--- src/rtl/alu_pkg.sv ---
// Shared constants for the ALU arbiter: opcodes, flag bit positions and sequencer states.
// The legality check is only referenced when ALU_ARBITER_OPCHK_EN is defined.
package alu_pkg;

  localparam logic [3:0] OP_ADD = 4'b0000;
  localparam logic [3:0] OP_SUB = 4'b0001;
  localparam logic [3:0] OP_AND = 4'b0010;
  localparam logic [3:0] OP_OR  = 4'b0011;
  localparam logic [3:0] OP_XOR = 4'b0100;
  localparam logic [3:0] OP_SLL = 4'b1000;
  localparam logic [3:0] OP_SLR = 4'b1001;
  localparam logic [3:0] OP_SRL = 4'b1010;
  localparam logic [3:0] OP_SRA = 4'b1011;

  localparam int FLG_S = 3;
  localparam int FLG_Z = 2;
  localparam int FLG_C = 1;
  localparam int FLG_V = 0;

  typedef enum logic [1:0] {
    ST_IDLE = 2'd0,
    ST_EXEC = 2'd1,
    ST_RESP = 2'd2
  } state_t;

  function automatic logic op_legal(input logic [3:0] op);
    case (op)
      OP_ADD, OP_SUB, OP_AND, OP_OR, OP_XOR,
      OP_SLL, OP_SLR, OP_SRL, OP_SRA: op_legal = 1'b1;
      default:                        op_legal = 1'b0;
    endcase
  endfunction

endpackage

--- src/rtl/alu_arbiter_rr_arb2.sv ---
// Two-input round-robin picker; on a tie the requester not granted last wins.
// START_PRIO selects which requester wins the first tie after reset.
module rr_arb2 #(
  parameter int START_PRIO = 0
) (
  input  logic       clk,
  input  logic       rst_n,
  input  logic       en,
  input  logic [1:0] req,
  output logic [1:0] gnt
);

  logic last;

  always_comb begin
    gnt = 2'b00;
    if (en) begin
      if (req == 2'b11) gnt = last ? 2'b01 : 2'b10;
      else              gnt = req;
    end
  end

  always_ff @(posedge clk or negedge rst_n) begin
    if (!rst_n)      last <= (START_PRIO == 0) ? 1'b1 : 1'b0;
    else if (|gnt)   last <= gnt[1];
  end

endmodule

--- src/rtl/alu_arbiter.sv ---
// Shares one combinational ALU between two requesters with an IDLE/EXEC/RESP sequencer.
// Define ALU_ARBITER_OPCHK_EN to reject illegal opcodes with RSP_ERR instead of issuing them.
module alu_arbiter
  import alu_pkg::*;
#(
  parameter int DW         = 16,
  parameter int START_PRIO = 0
) (
  input  logic          clk,
  input  logic          rst_n,
  input  logic          req0_valid,
  input  logic [DW-1:0] req0_a,
  input  logic [DW-1:0] req0_b,
  input  logic [3:0]    req0_op,
  output logic          req0_ready,
  input  logic          req1_valid,
  input  logic [DW-1:0] req1_a,
  input  logic [DW-1:0] req1_b,
  input  logic [3:0]    req1_op,
  output logic          req1_ready,
  output logic [DW-1:0] alu_a,
  output logic [DW-1:0] alu_b,
  output logic [3:0]    alu_s,
  input  logic [DW-1:0] alu_res,
  input  logic [3:0]    alu_flag,
  output logic          rsp_valid,
  output logic          rsp_id,
  output logic [DW-1:0] rsp_data,
  output logic [3:0]    rsp_flag,
  output logic          rsp_err,
  input  logic          rsp_ready,
  output logic [15:0]   op_cnt
);

  state_t        state, state_nxt;
  logic [1:0]    gnt;
  logic          accept, illegal, handshake;
  logic [DW-1:0] a_sel, b_sel;
  logic [3:0]    op_sel;

  // Grants are suppressed while reset is held so READY reads 0 during reset.
  rr_arb2 #(.START_PRIO(START_PRIO)) u_arb (
    .clk   (clk),
    .rst_n (rst_n),
    .en    ((state == ST_IDLE) && rst_n),
    .req   ({req1_valid, req0_valid}),
    .gnt   (gnt)
  );

  assign req0_ready = gnt[0];
  assign req1_ready = gnt[1];
  assign accept     = |gnt;
  assign handshake  = rsp_valid && rsp_ready;
  assign a_sel      = gnt[1] ? req1_a  : req0_a;
  assign b_sel      = gnt[1] ? req1_b  : req0_b;
  assign op_sel     = gnt[1] ? req1_op : req0_op;

`ifdef ALU_ARBITER_OPCHK_EN
  assign illegal = !op_legal(op_sel);

  always_ff @(posedge clk or negedge rst_n) begin
    if (!rst_n)      rsp_err <= 1'b0;
    else if (accept) rsp_err <= illegal;
  end
`else
  assign illegal = 1'b0;
  assign rsp_err = 1'b0;
`endif

  always_comb begin
    state_nxt = state;
    case (state)
      ST_IDLE: if (accept) state_nxt = illegal ? ST_RESP : ST_EXEC;
      ST_EXEC: state_nxt = ST_RESP;
      ST_RESP: if (handshake) state_nxt = ST_IDLE;
      default: state_nxt = ST_IDLE;
    endcase
  end

  always_ff @(posedge clk or negedge rst_n) begin
    if (!rst_n) state <= ST_IDLE;
    else        state <= state_nxt;
  end

  always_ff @(posedge clk or negedge rst_n) begin
    if (!rst_n) begin
      alu_a     <= '0;
      alu_b     <= '0;
      alu_s     <= '0;
      rsp_id    <= 1'b0;
      rsp_valid <= 1'b0;
      rsp_data  <= '0;
      rsp_flag  <= '0;
      op_cnt    <= '0;
    end else begin
      if (accept) begin
        alu_a  <= a_sel;
        alu_b  <= b_sel;
        alu_s  <= op_sel;
        rsp_id <= gnt[1];
        if (illegal) begin
          rsp_valid <= 1'b1;
          rsp_data  <= '0;
          rsp_flag  <= '0;
        end
      end
      if (state == ST_EXEC) begin
        rsp_data  <= alu_res;
        rsp_flag  <= alu_flag;
        rsp_valid <= 1'b1;
      end
      if (handshake) begin
        rsp_valid <= 1'b0;
        op_cnt    <= op_cnt + 16'd1;
      end
    end
  end

endmodule

--- config.mk ---
export PLATFORM = sky130hd
export DESIGN_NAME = alu_arbiter
export DESIGN_NICKNAME = d
export VERILOG_FILES = /design/src/rtl/alu_pkg.sv /design/src/rtl/alu_arbiter_rr_arb2.sv /design/src/rtl/alu_arbiter.sv
export SDC_FILE = /design/constraint.sdc
export NUM_CORES = 1
export LEC_CHECK = 0
export ABC_AREA = 1
export BUFFER_PORTS_ARGS = -buffer_cell sky130_fd_sc_hd__buf_2
export CAP_MARGIN = 30
export CORE_UTILIZATION = 40
export CTS_BUF_LIST = sky130_fd_sc_hd__clkbuf_2 sky130_fd_sc_hd__clkbuf_4 sky130_fd_sc_hd__clkbuf_8
export DETAILED_ROUTE_END_ITERATION = 8
export PLACE_DENSITY = 0.7
export SLEW_MARGIN = 5
export SYNTH_ARGS = -nofsm -noshare
export SYNTH_HDL_FRONTEND = slang
export SYNTH_SLANG_ARGS = --single-unit
--- constraint.sdc ---
create_clock -name clk -period 3.22 [get_ports clk]
set_input_delay 0.161 -clock clk [delete_from_list [all_inputs] [get_ports clk]]
set_output_delay 0.161 -clock clk [all_outputs]
set_load 0.05 [all_outputs]
=== Yosys cells after proc, flatten, opt, wreduce, memory -nomap -nowiden ===
Index checks and enable logic that the tools add are counted.

* Bits in registers: 77
* Bits of input ports: 97
* Output and inout port bits: 77
* Logic and storage cells: 33

* $add $sub $neg: 1
* Equality and inequality tests: 5
* Muxes and demuxes: 11
* Reductions and logical operators: 6

{| class="wikitable"
|+ Operators by type and width
! kind !! number
|-
| 2-to-1 mux 16 bit || 2
|-
| adder 16 x 1 -> 16 bit (second input constant) || 1
|-
| 2-to-1 mux 2 bit || 5
|-
| case mux 2 bit (3 select lines) || 1
|-
| == test 2 bit (second input constant) || 2
|-
| 2-to-1 mux 4 bit || 1
|-
| != test 2 bit (second input constant) || 2
|-
| == test 2 x 1 -> 1 bit (second input constant) || 1
|-
| logical AND 1 bit || 2
|-
| zero test 2 bit || 1
|-
| 2-to-1 mux 1 bit || 2
|-
| AND reduction 2 bit || 1
|-
| nonzero test 2 bit || 1
|-
| OR reduction 2 bit || 1
|}

=== Logic depth before layout (Yosys ltp) ===
Gate-level depths: netlist of the first run.

* Depth in word-level cells: 6
* Mapped depth: 7
* Mapped depth without buffers: 7

=== By module ===
Synthesis of the first run repeated with hierarchy kept, for this count alone.

* Cells, all modules: 374
* Area, all modules: 3434.5 sq um

{| class="wikitable"
|+ By module, submodules not included
! module !! times used !! cells each !! area each (sq um) !! seq. area each (sq um)
|-
| alu_arbiter || 1 || 363 || 3369.5 || 1901.8
|-
| rr_arb2 || 1 || 11 || 65.1 || 26.3
|}

=== Worst setup path after synthesis of the first run ===
Ideal clock, no wire load.

* Path type: flip-flop to flip-flop
* From: reg state[1]
* To: reg u_arb.last
* Library setup time: 120 ps
* Arrival time: 1716 ps
* Required time: 3100 ps
* Setup slack: 1384 ps
* Cell stages (with the launch flop): 6
* Path buffers: 1
* Clock period less this slack: 1836 ps
* Cell sequence: dfrtp_1 -> nor2_1 -> nand3_1 -> buf_4 -> a21oi_1 -> o21ai_0

* Longest elaborated chain between the ends: 4

{| class="wikitable"
|+ Ends and longest elaborated chain
! what !! RTL line !! RTL
|-
| start, declared || alu_arbiter.sv:35 || <nowiki>state_t state, state_nxt;</nowiki>
|-
| start signal, assigned || alu_arbiter.sv:82 || <nowiki>else state <= state_nxt;</nowiki>
|-
| zero test 2 bit || alu_arbiter.sv:45 || <nowiki>.en ((state == ST_IDLE) && rst_n),</nowiki>
|-
| logical AND 1 bit || alu_arbiter.sv:45 ||
|-
| 2-to-1 mux 2 bit || alu_arbiter_rr_arb2.sv:17 || <nowiki>if (en) begin</nowiki>
|-
| net req0_ready || alu_arbiter.sv:15 || <nowiki>output logic req0_ready,</nowiki>
|-
| OR reduction 2 bit || alu_arbiter_rr_arb2.sv:25 || <nowiki>else if (|gnt) last <= gnt[1];</nowiki>
|-
| end signal, assigned || alu_arbiter_rr_arb2.sv:24 || <nowiki>if (!rst_n) last <= (START_PRIO == 0) ? 1'b1 : 1'b0;</nowiki>
|-
| end signal, assigned || alu_arbiter_rr_arb2.sv:25 ||
|-
| end, declared || alu_arbiter_rr_arb2.sv:13 || <nowiki>logic last;</nowiki>
|}

The timed path passes the listed nets, and every way through them passes these cells.
A chain may end at the register's enable or synchronous reset.

=== Worst setup path in the final report of the first run ===
* From: in rst_n
* To: out req1_ready

* Longest elaborated chain between the ends: 2

{| class="wikitable"
|+ Ends and longest elaborated chain
! what !! RTL line !! RTL
|-
| start, declared || alu_arbiter.sv:10 || <nowiki>input logic rst_n,</nowiki>
|-
| logical AND 1 bit || alu_arbiter.sv:45 ||
|-
| 2-to-1 mux 2 bit || alu_arbiter_rr_arb2.sv:17 ||
|-
| end, declared || alu_arbiter.sv:20 || <nowiki>output logic req1_ready,</nowiki>
|}

Every way passes these cells.

==> impl.org, run 1 <==
** Logic synthesis
- Counting flops with an async set or reset pin after synthesis yields a share of 1.00.
- Synthesis instantiated 24 different standard cells from the library.
- Mapped Area :: slightly below 4000 um^2
- Share of the yosys chip area belonging to registers :: 0.500
- Yosys warning count :: 0
- The biggest area contributor in the post-synthesis netlist is sky130_fd_sc_hd__dfrtp_1.
- Synthesis inferred 77 register bits.
- Net count after synthesis :: 580
- After synthesis, the mean cell area works out to between 8 and 9 um^2.
- Of the post-synthesis cell area, the dominant cell type holds 0.493.
- Synthesis produced 482 cells.
- The synthesized design contains 0 enable-type register cells.
- By area the synthesized netlist is led by sky130_fd_sc_hd__dfrtp_1 49%, sky130_fd_sc_hd__nand2_1 12%, sky130_fd_sc_hd__nand3b_1 7.2%, sky130_fd_sc_hd__inv_1 6.9%, sky130_fd_sc_hd__o21ai_0 6.6%.
- In the synthesized netlist the dominant register cell turns out to be sky130_fd_sc_hd__dfrtp_1.

** Clock network
- TritonCTS built the clock tree.
- Buffers inserted during clock tree synthesis total 9.
- At the later pin of the worst-skew pair, clock insertion delay measures 340 ps.
- Clock Sink Count :: 77
- After clock tree synthesis, the setup repair step added 0 buffers.
- CTS placed an instance of sky130_fd_sc_hd__clkbuf_8 at the clock tree root.
- Number of levels in the clock H-tree :: 3
- Clock-pin slew was measured on the worst setup and hold paths at 90 ps.
- Longest Clk Path Bufs :: 2

** Final layout
- The layout has about 900 filler cells.
- Relative to the synthesized area, the layout overhead comes to 30.1%.
- The library cell used most frequently in the layout, excluding fill and tap cells, is sky130_fd_sc_hd__buf_2.
- Area of the multi-input gates :: 1520 um^2
- At the end of the flow the core is filled with cells to 0.541.
- The library cells used most frequently in the layout, excluding fill and tap cells, are 171 x sky130_fd_sc_hd__buf_2, 127 x sky130_fd_sc_hd__nand2_1, 76 x sky130_fd_sc_hd__dfrtp_1.
- Post-layout net count :: about 740
- The repair_antennas step left the layout with diodes totalling 0.
- Share of cells above drive strength 1 :: 0.307
- In the final layout, flip-flops and latches occupy between 1500 and 2000 um^2.

** Worst setup path
- The critical path contains buffers and inverters numbering 4 combined.
- Endpoint of the worst-slack reg-to-reg timing path :: alu_a[7]$_DFFE_PN0P_
- Type of element capturing the critical path :: output pin
- The setup path with the least slack is of type in -> out.
- Worst Reg2Reg Path Length in Cells :: 6
- Beginning of the worst register-to-register path :: u_arb.last$_DFFE_PN1P_
- In this design, the largest share of critical-path delay is due to buffers and inverters.
- Data arrival time at the worst-slack endpoint :: between 2000 and 2500 ps
- Critical path data required time :: ~3100 ps
- Top fanout value on the critical path :: 42
- The slowest stage of the critical path is the sky130_fd_sc_hd__dlygate4sd3_1 cell.
- Setup slack on the worst reg-to-reg path comes out at around 1300 ps.
- The signal on the critical path passes through dlygate4sd3_1, buf_4, nor3b_4, nand2_2, inv_1, buf_2.
- Critical Path Source Type :: input pin
- Largest stage delay on the critical path :: approximately 530 ps

** Floorplanning
- Die outline area :: between 10000 and 15000 um^2
- After floorplanning, the core was divided into 35 placement rows.
- During I/O placement, the number of pins put on the boundary was 174.
- Die span in y :: 100 um
- Horizontal extent of the die :: about 100 um
- The initial utilization of the core area, before any placement, comes to 0.416.
- The core region is roughly 9300 um^2.

** Hold path
- Worst-case hold path end point :: rsp_data[2]$_DFFE_PN0P_
- Cell count of the worst hold path :: 3
- Hold WC Path Type :: in -> reg
- In this run the most critical hold path is launched from alu_res[2].

** Global routing
- After global routing the overflow that remains totals 0.
- Wire length of the first global-routing pass :: roughly 15000 um
- The number of global-route vias before repair came to between 3000 and 4000.
- Initial antenna violation count :: 0
- For this run, the total global-route usage over all layers was measured as 0.189.
- Largest net degree at the start of global routing :: 59

** Timing
- Subtracting the final worst setup slack from the clock period gives about 2400 ps.
- The count of endpoints failing hold in the final timing report was 0.
- Relative slew slack :: 0.561
- Setup violators final :: 0
- Clock skew on the completed layout was measured at between 10 and 15 ps.
- Max Slew Vio Count :: 0
- For the pin with the worst max-slew slack, the measured transition is around 660 ps.
- Portion of the clock cycle consumed by the worst path in the final layout :: 0.745
- Setup Total Neg Slack :: 0 ps
- Setup repair after global routing left no endpoint under its margin.
- Maximum frequency from static timing analysis :: ~420 MHz

** Place
- Port Buf Inserts :: 172
- The congestion estimate from routability-driven global placement came to between 0.7 and 0.8.
- DP HPWL :: between 6000 and 7000 um

** Route
- Count of routing violations after the opening detailed-route iteration :: around 130
- Total number of vias :: 3662
- Number of vias per cell after detailed routing :: 4.71
- First drt pass iteration count :: 4
- Residual antenna-violating net count after detailed routing :: 0
- In the final routed layout, each cell accounts on average for between 10 and 15 um.
- Aggregate routed wire length :: between 9000 and 10000 um
- # DRC :: 0

** Job
- The tool flagged a number of max-cap violations equal to 0.

** Power and ir drop
- Static Leakage :: between 0.002 and 0.003 uW
- In this run the power density over the cells is between 1000 and 1500 nW/um^2.
- Worst IR drop on VDD :: roughly 560 uV

** Outcome
- The run finished with clean final reports.
## worst register-to-register path, delay by kind of cell, from the launching register on
family	cells	cell delay (ps)
flops	1	550
simple gates	3	630
buf+inv	1	430
compound gates	2	230
## cells in the mapped netlist (all sizes together) (2+ instances only)
cell	n
nand2	128
dfrtp	76
inv	71
o21ai	58
nand3	46
nand3b	37
clkbuf	18
nor2	14
buf	10
nand4	5
xor2	5
xnor2	4
a21oi	2
nor3	2
## cell type report
type,instances,share of cell area
clock buffers,9,0.0247
clock inverters,7,0.0197
inverters,71,0.0531
multi-input cells,306,0.303
flip-flops and latches,77,0.384
well taps,129,0.0322
repair buffers,179,0.183
## cells by family after synthesis
family,after synthesis,share of synthesized area
and+or+nand+nor,234,0.288
buffers and inverters,99,0.107
DFF,77,0.500
AOI/OAI and AO/OA,61,0.0807
xor gates and xnor gates,9,0.0204
adders and majority gates,1,0.00324
other,1,0.000972
## metrics by stage
stage	hold WS (ps)	total power [uW]	setup slack, ps	cells	cell area, um^2
2_1_floorplan	-135	3700	1380	482	3860
3_3_place_gp	137	4340	1250	761	4790
3_5_place_dp	142	4390	1180	761	4790
4_1_cts	33.9	5200	801	778	5020
5_1_grt	21.5	5480	658	778	5020
6_report	49.0	5160	822	778	5020
## worst max-delay path by stage
stage                          from                      to  depth (start not counted)
6_report                      rst_n              req1_ready                          6
5_1_grt                       rst_n              req1_ready                          6
4_1_cts                       rst_n              req1_ready                          6
3_5_place_dp                  rst_n   alu_a[13]$_DFFE_PN0P_                          7
3_3_place_gp                  rst_n   alu_a[15]$_DFFE_PN0P_                          7
2_1_floorplan  state[1]$_DFFE_PN0P_  u_arb.last$_DFFE_PN1P_                          5
## report_power, final
| group | internal, uW | switching [uW] | leakage (uW) |
|---|---|---|---|
| Combinational | 615 | 2090 | 0.00179 |
| Sequential | 1380 | 261 | 0.000938 |
| Clock | 441 | 367 | 0.000110 |
## registers in the layout, summed over array words and instances (netlist names)
name	count
alu_a	16
alu_s	4
u_arb.last	1
rsp_data	16
op_cnt	16
rsp_id	1
state	2
alu_b	16
rsp_valid	1
rsp_flag	4
## repair_timing
item,in CTS,in global routing
hold endpoints to repair,32,0
hold buffers,1,0
gates resized for setup,0,0
## layer usage
metal,GRT usage,share of wire,up-vias
met1,0.236,0.45,1688
met4,0.0468,0.0050,0
met3,0.0571,0.069,5
met2,0.320,0.47,126
li1,-,-,1843
met5,0,0,-
Power figures use the tool's default switching activity.
==> inputs of run 2 (changes only) <==
--- a/config.mk
+++ b/config.mk
@@ -5,13 +5,13 @@
 export SDC_FILE = /design/constraint.sdc
 export NUM_CORES = 1
 export LEC_CHECK = 0
-export ABC_AREA = 1
+export ABC_AREA = 0
 export BUFFER_PORTS_ARGS = -buffer_cell sky130_fd_sc_hd__buf_2
 export CAP_MARGIN = 30
 export CORE_UTILIZATION = 40
 export CTS_BUF_LIST = sky130_fd_sc_hd__clkbuf_2 sky130_fd_sc_hd__clkbuf_4 sky130_fd_sc_hd__clkbuf_8
 export DETAILED_ROUTE_END_ITERATION = 8
-export PLACE_DENSITY = 0.7
+export PLACE_DENSITY = 0.75
 export SLEW_MARGIN = 5
 export SYNTH_ARGS = -nofsm -noshare
 export SYNTH_HDL_FRONTEND = slang
==> constraint.sdc (replaced) <==
create_clock -name clk -period 2.02 [get_ports clk]
set_input_delay 0.101 -clock clk [delete_from_list [all_inputs] [get_ports clk]]
set_output_delay 0.101 -clock clk [all_outputs]
set_load 0.05 [all_outputs]
==> run 2 against run 1 <==
Synthesized cell count shrank 34%. Clock-buffer cell count grew 2. Non-clock buffer count grew 50. Hold slack lost 37 ps. Area after synthesis shrank 14%. First-iteration DRC count shrank 3.9%. Global-route usage grew 1.7 points. Largest cell class unchanged.
==> impl.org, run 2 <==
** Global routing
- Wire length of the first global-routing pass :: 13800 um
- The total overflow left after global routing is 0.
- Global router's overall resource usage :: 0.206
- Via count of the first global-routing pass :: just over 3000
- Largest net degree at the start of global routing :: between 70 and 80
- Initial antenna violation count :: 0

** Floorplanning
- The initial utilization of the core area, before any placement, comes to 0.421.
- The die covers roughly 8600 um^2.
- Boundary pin count :: roughly 170
- Core Rows :: 32
- The core region is just under 8000 um^2.
- In this run the vertical extent of the chip is 92.9 um.
- Horizontal extent of the die :: between 90 and 100 um

** Final layout
- Area growth from synthesis to layout :: 50.4%
- Of the cells placed in the final design, the portion with a size suffix greater than 1 is 0.403.
- After the last flow step, the layout net total stands at 640.
- The finished cells cover just under 5000 um^2.
- Most common library cell in the layout ignoring fill and taps :: sky130_fd_sc_hd__buf_2
- Leaving out fill and tap cells, the most frequent cells in the layout are 170 x sky130_fd_sc_hd__buf_2, 83 x sky130_fd_sc_hd__nand2_1, 76 x sky130_fd_sc_hd__dfrtp_1.
- The repair_antennas step left the layout with diodes totalling 0.

** Timing
- For the final database, setup skew stands at around 14 ps.
- Setup Total Neg Slack :: 0 ps
- Max Slew Vio Count :: 0
- The count of endpoints failing hold in the final timing report was 0.
- Maximum frequency from static timing analysis :: about 530 MHz
- Setup violators final :: 0
- After layout, the minimum clock period comes to between 1500 and 2000 ps.
- Portion of the clock cycle consumed by the worst path in the final layout :: 0.942

** Worst setup path
- Top fanout value on the critical path :: 37
- Beginning of the worst register-to-register path :: state[1]$_DFFE_PN0P_
- The setup path with the least slack is of type in -> out.
- The critical path starts at rst_n.
- Critical path data required time :: ~1900 ps
- Critical Path Source Type :: input pin
- Measured in cells, the most critical reg-to-reg path has a length of 5.
- The worst setup path is captured at an output pin.
- Data arrival time at the worst-slack endpoint :: approximately 1800 ps

** Clock network
- In this run the number of H-tree levels came out at 3.
- Clock tree root buffer cell :: sky130_fd_sc_hd__clkbuf_8
- TritonCTS clock tree :: done
- CTS buffer count :: 9
- Later-pin clock latency in the skew report :: around 340 ps
- Once the clock tree was built, the setup fixing pass inserted 0 buffers.
- For this design, the sink count on the clock tree is slightly below 80.
- Counting along the longest clock path gives a buffer depth of 2.
- Clock-pin slew was measured on the worst setup and hold paths at 70 ps.

** Logic synthesis
- Mapped Area :: 3300 um^2
- Fraction of the mapped netlist area in simple logic gates :: 0.178
- Largest cells by area after synthesis :: sky130_fd_sc_hd__dfrtp_1 58%, sky130_fd_sc_hd__nand2_1 9.4%, sky130_fd_sc_hd__mux2_2 7.2%, sky130_fd_sc_hd__a31oi_1 7.0%, sky130_fd_sc_hd__nor2_1 4.4%
- Avg Inst Size Synth :: ~10 um^2
- Most numerous cell in the Yosys netlist :: sky130_fd_sc_hd__nand2_1
- Synthesized netlist cell count :: 320
- Ys flop type :: sky130_fd_sc_hd__dfrtp_1
- Share of synthesized flip-flops with an asynchronous set or reset :: 1.00
- Post-synth top area share :: 0.576
- Of the total synthesized cell area, the portion taken by XOR and XNOR cells is 0.0398.
- Net count after synthesis :: about 420
- Number of distinct library cell variants in the gate-level netlist after synthesis :: 28
- The share of the Yosys chip area taken by registers is 0.584.
- Of the total synthesized cell area, the portion taken by full adders, half adders and majority gates is 0.00379.
- Yosys printed 0 warnings.
- After synthesis, the largest family of logic cells by area is simple AND/OR/NAND/NOR gates.
- The commonest cells after synthesis are 83 x sky130_fd_sc_hd__nand2_1, 76 x sky130_fd_sc_hd__dfrtp_1, 39 x sky130_fd_sc_hd__nor2_1.
- Number of enable-type register cells in the synthesized netlist :: 0
- The compound-cell area share of the yosys netlist is 0.0792.
- Largest area contributor in the netlist :: sky130_fd_sc_hd__dfrtp_1
- Of the post-synthesis cell area, the part taken by muxes is 0.0716.
- In this run, synthesis produced a sequential element count of just under 80.

** Route
- After detailed routing, the number of vias per cell comes to about 4.8.
- Wirelength per Cell :: approximately 13 um
- After the first detailed-routing iteration, the DRC count stood at between 100 and 150.
- Total number of vias :: ~3100
- # DRC :: 0
- Residual antenna-violating net count after detailed routing :: 0
- First drt pass iteration count :: 4
- The final layout contains routed wiring with a total length of around 8700 um.

** Place
- The placed instances occupy a cell area of approximately 4200 um^2.
- The congestion estimate from routability-driven global placement came to roughly 0.8.
- Port Buf Inserts :: between 150 and 200
- Summed over all nets, the half-perimeter wirelength after detailed placement is around 5500 um.

** Job
- Across the run, the number of max-cap violations was 0.

** Power and ir drop
- VDD sags by at most about 920 uV.
- Dividing total power by cell area gives a power density of about 1600 nW/um^2.
- Static Leakage :: 0.00245 uW

** Outcome
- The run finished with clean final reports.

** Hold path
- The min-delay analysis places its worst path in the category in -> reg.
- In this run the most critical hold path is launched from req1_b[9].
- The worst hold path passes through 3 cells.
## run 2: cell count changes after synthesis, moves of 18 or more
cell / delta
sky130_fd_sc_hd__inv_1: -68
sky130_fd_sc_hd__o21ai_0: -50
sky130_fd_sc_hd__nand2_1: -44
sky130_fd_sc_hd__nand3_1: -41
sky130_fd_sc_hd__a31oi_1: +37
sky130_fd_sc_hd__nand3b_1: -37
sky130_fd_sc_hd__nor2_1: +25
sky130_fd_sc_hd__mux2_2: +21
sky130_fd_sc_hd__clkbuf_1: -18
## run 2: final cells by class
| cell class | instances | area (um^2) |
|---|---|---|
| clock buffers | 11 | 151 |
| clock inverters | 4 | 47.5 |
| fillers | 685 | 2880 |
| inverters | 4 | 41.3 |
| multi-input cells | 221 | 1240 |
| flip-flops and latches | 77 | 1930 |
| well taps | 102 | 128 |
| repair buffers | 229 | 1430 |
## run 2: repair_timing
item,in CTS,in global routing
setup endpoints to repair,1,1
hold buffers,48,3
endpoints found under the hold margin,40,37
resized for setup,1,3
## run 2: path summary, 6_finish.rpt
path                                       endpoint  slack (ps)
min                            alu_b[9]$_DFFE_PN0P_          10
max                                      req1_ready         120
min in group asynchronous      alu_b[9]$_DFFE_PN0P_         430
max reg2reg                    alu_s[1]$_DFFE_PN0P_         470
max in group asynchronous  rsp_data[12]$_DFFE_PN0P_        1030
min reg2reg                      rsp_id$_DFFE_PN0P_         480
## run 2: per-layer routing
| layer | GRT usage | vias to the layer above | share of wire |
|---|---|---|---|
| met2 | 0.368 | 121 | 0.52 |
| met4 | 0.101 | 0 | 0.021 |
| met1 | 0.222 | 1441 | 0.40 |
| met3 | 0.0591 | 18 | 0.057 |
| met5 | 0 | - | 0 |
| li1 | - | 1516 | - |
## run 2: stage by stage
step / total power [uW] / cells / util / worst slack, ps / hold slack (ps)
final: 7980 / 648 / 0.633 / 118 / 12.4
after global routing: 8390 / 648 / 0.633 / -3.52 / 0.616
after CTS: 7990 / 644 / 0.624 / 67.6 / 0.204
after detailed placement: 6750 / 581 / 0.537 / 319 / 318
after global placement: 6650 / 581 / 0.537 / 357 / 301
after floorplan: 5750 / 320 / - / 349 / -195
## run 2: logic make-up (layout without fill, tap and decap cells)
logic type                 after synthesis  count (layout)
muxes                                   21              21
and+or+nand+nor                        141             141
buffers and inverters                   22             248
other                                    1               1
adders and majority gates                1               1
xor gates and xnor gates                15              15
DFF                                     77              77
AOI/OAI and AO/OA                       42              42
## run 2: worst max-delay path: stages
cell and delay [ps]:
sky130_fd_sc_hd__dlygate4sd3_1 570, sky130_fd_sc_hd__buf_4 130, sky130_fd_sc_hd__nor3b_4 240, sky130_fd_sc_hd__nand3_1 170, sky130_fd_sc_hd__bufinv_16 300, sky130_fd_sc_hd__clkbuf_4 260
## run 2: power by group
group	total (uW)	internal, uW	switching [uW]	leakage [uW]
clock	1160	627	528	0.000101
combinational	4230	1120	3110	0.00145
sequential	2590	2190	398	0.000904
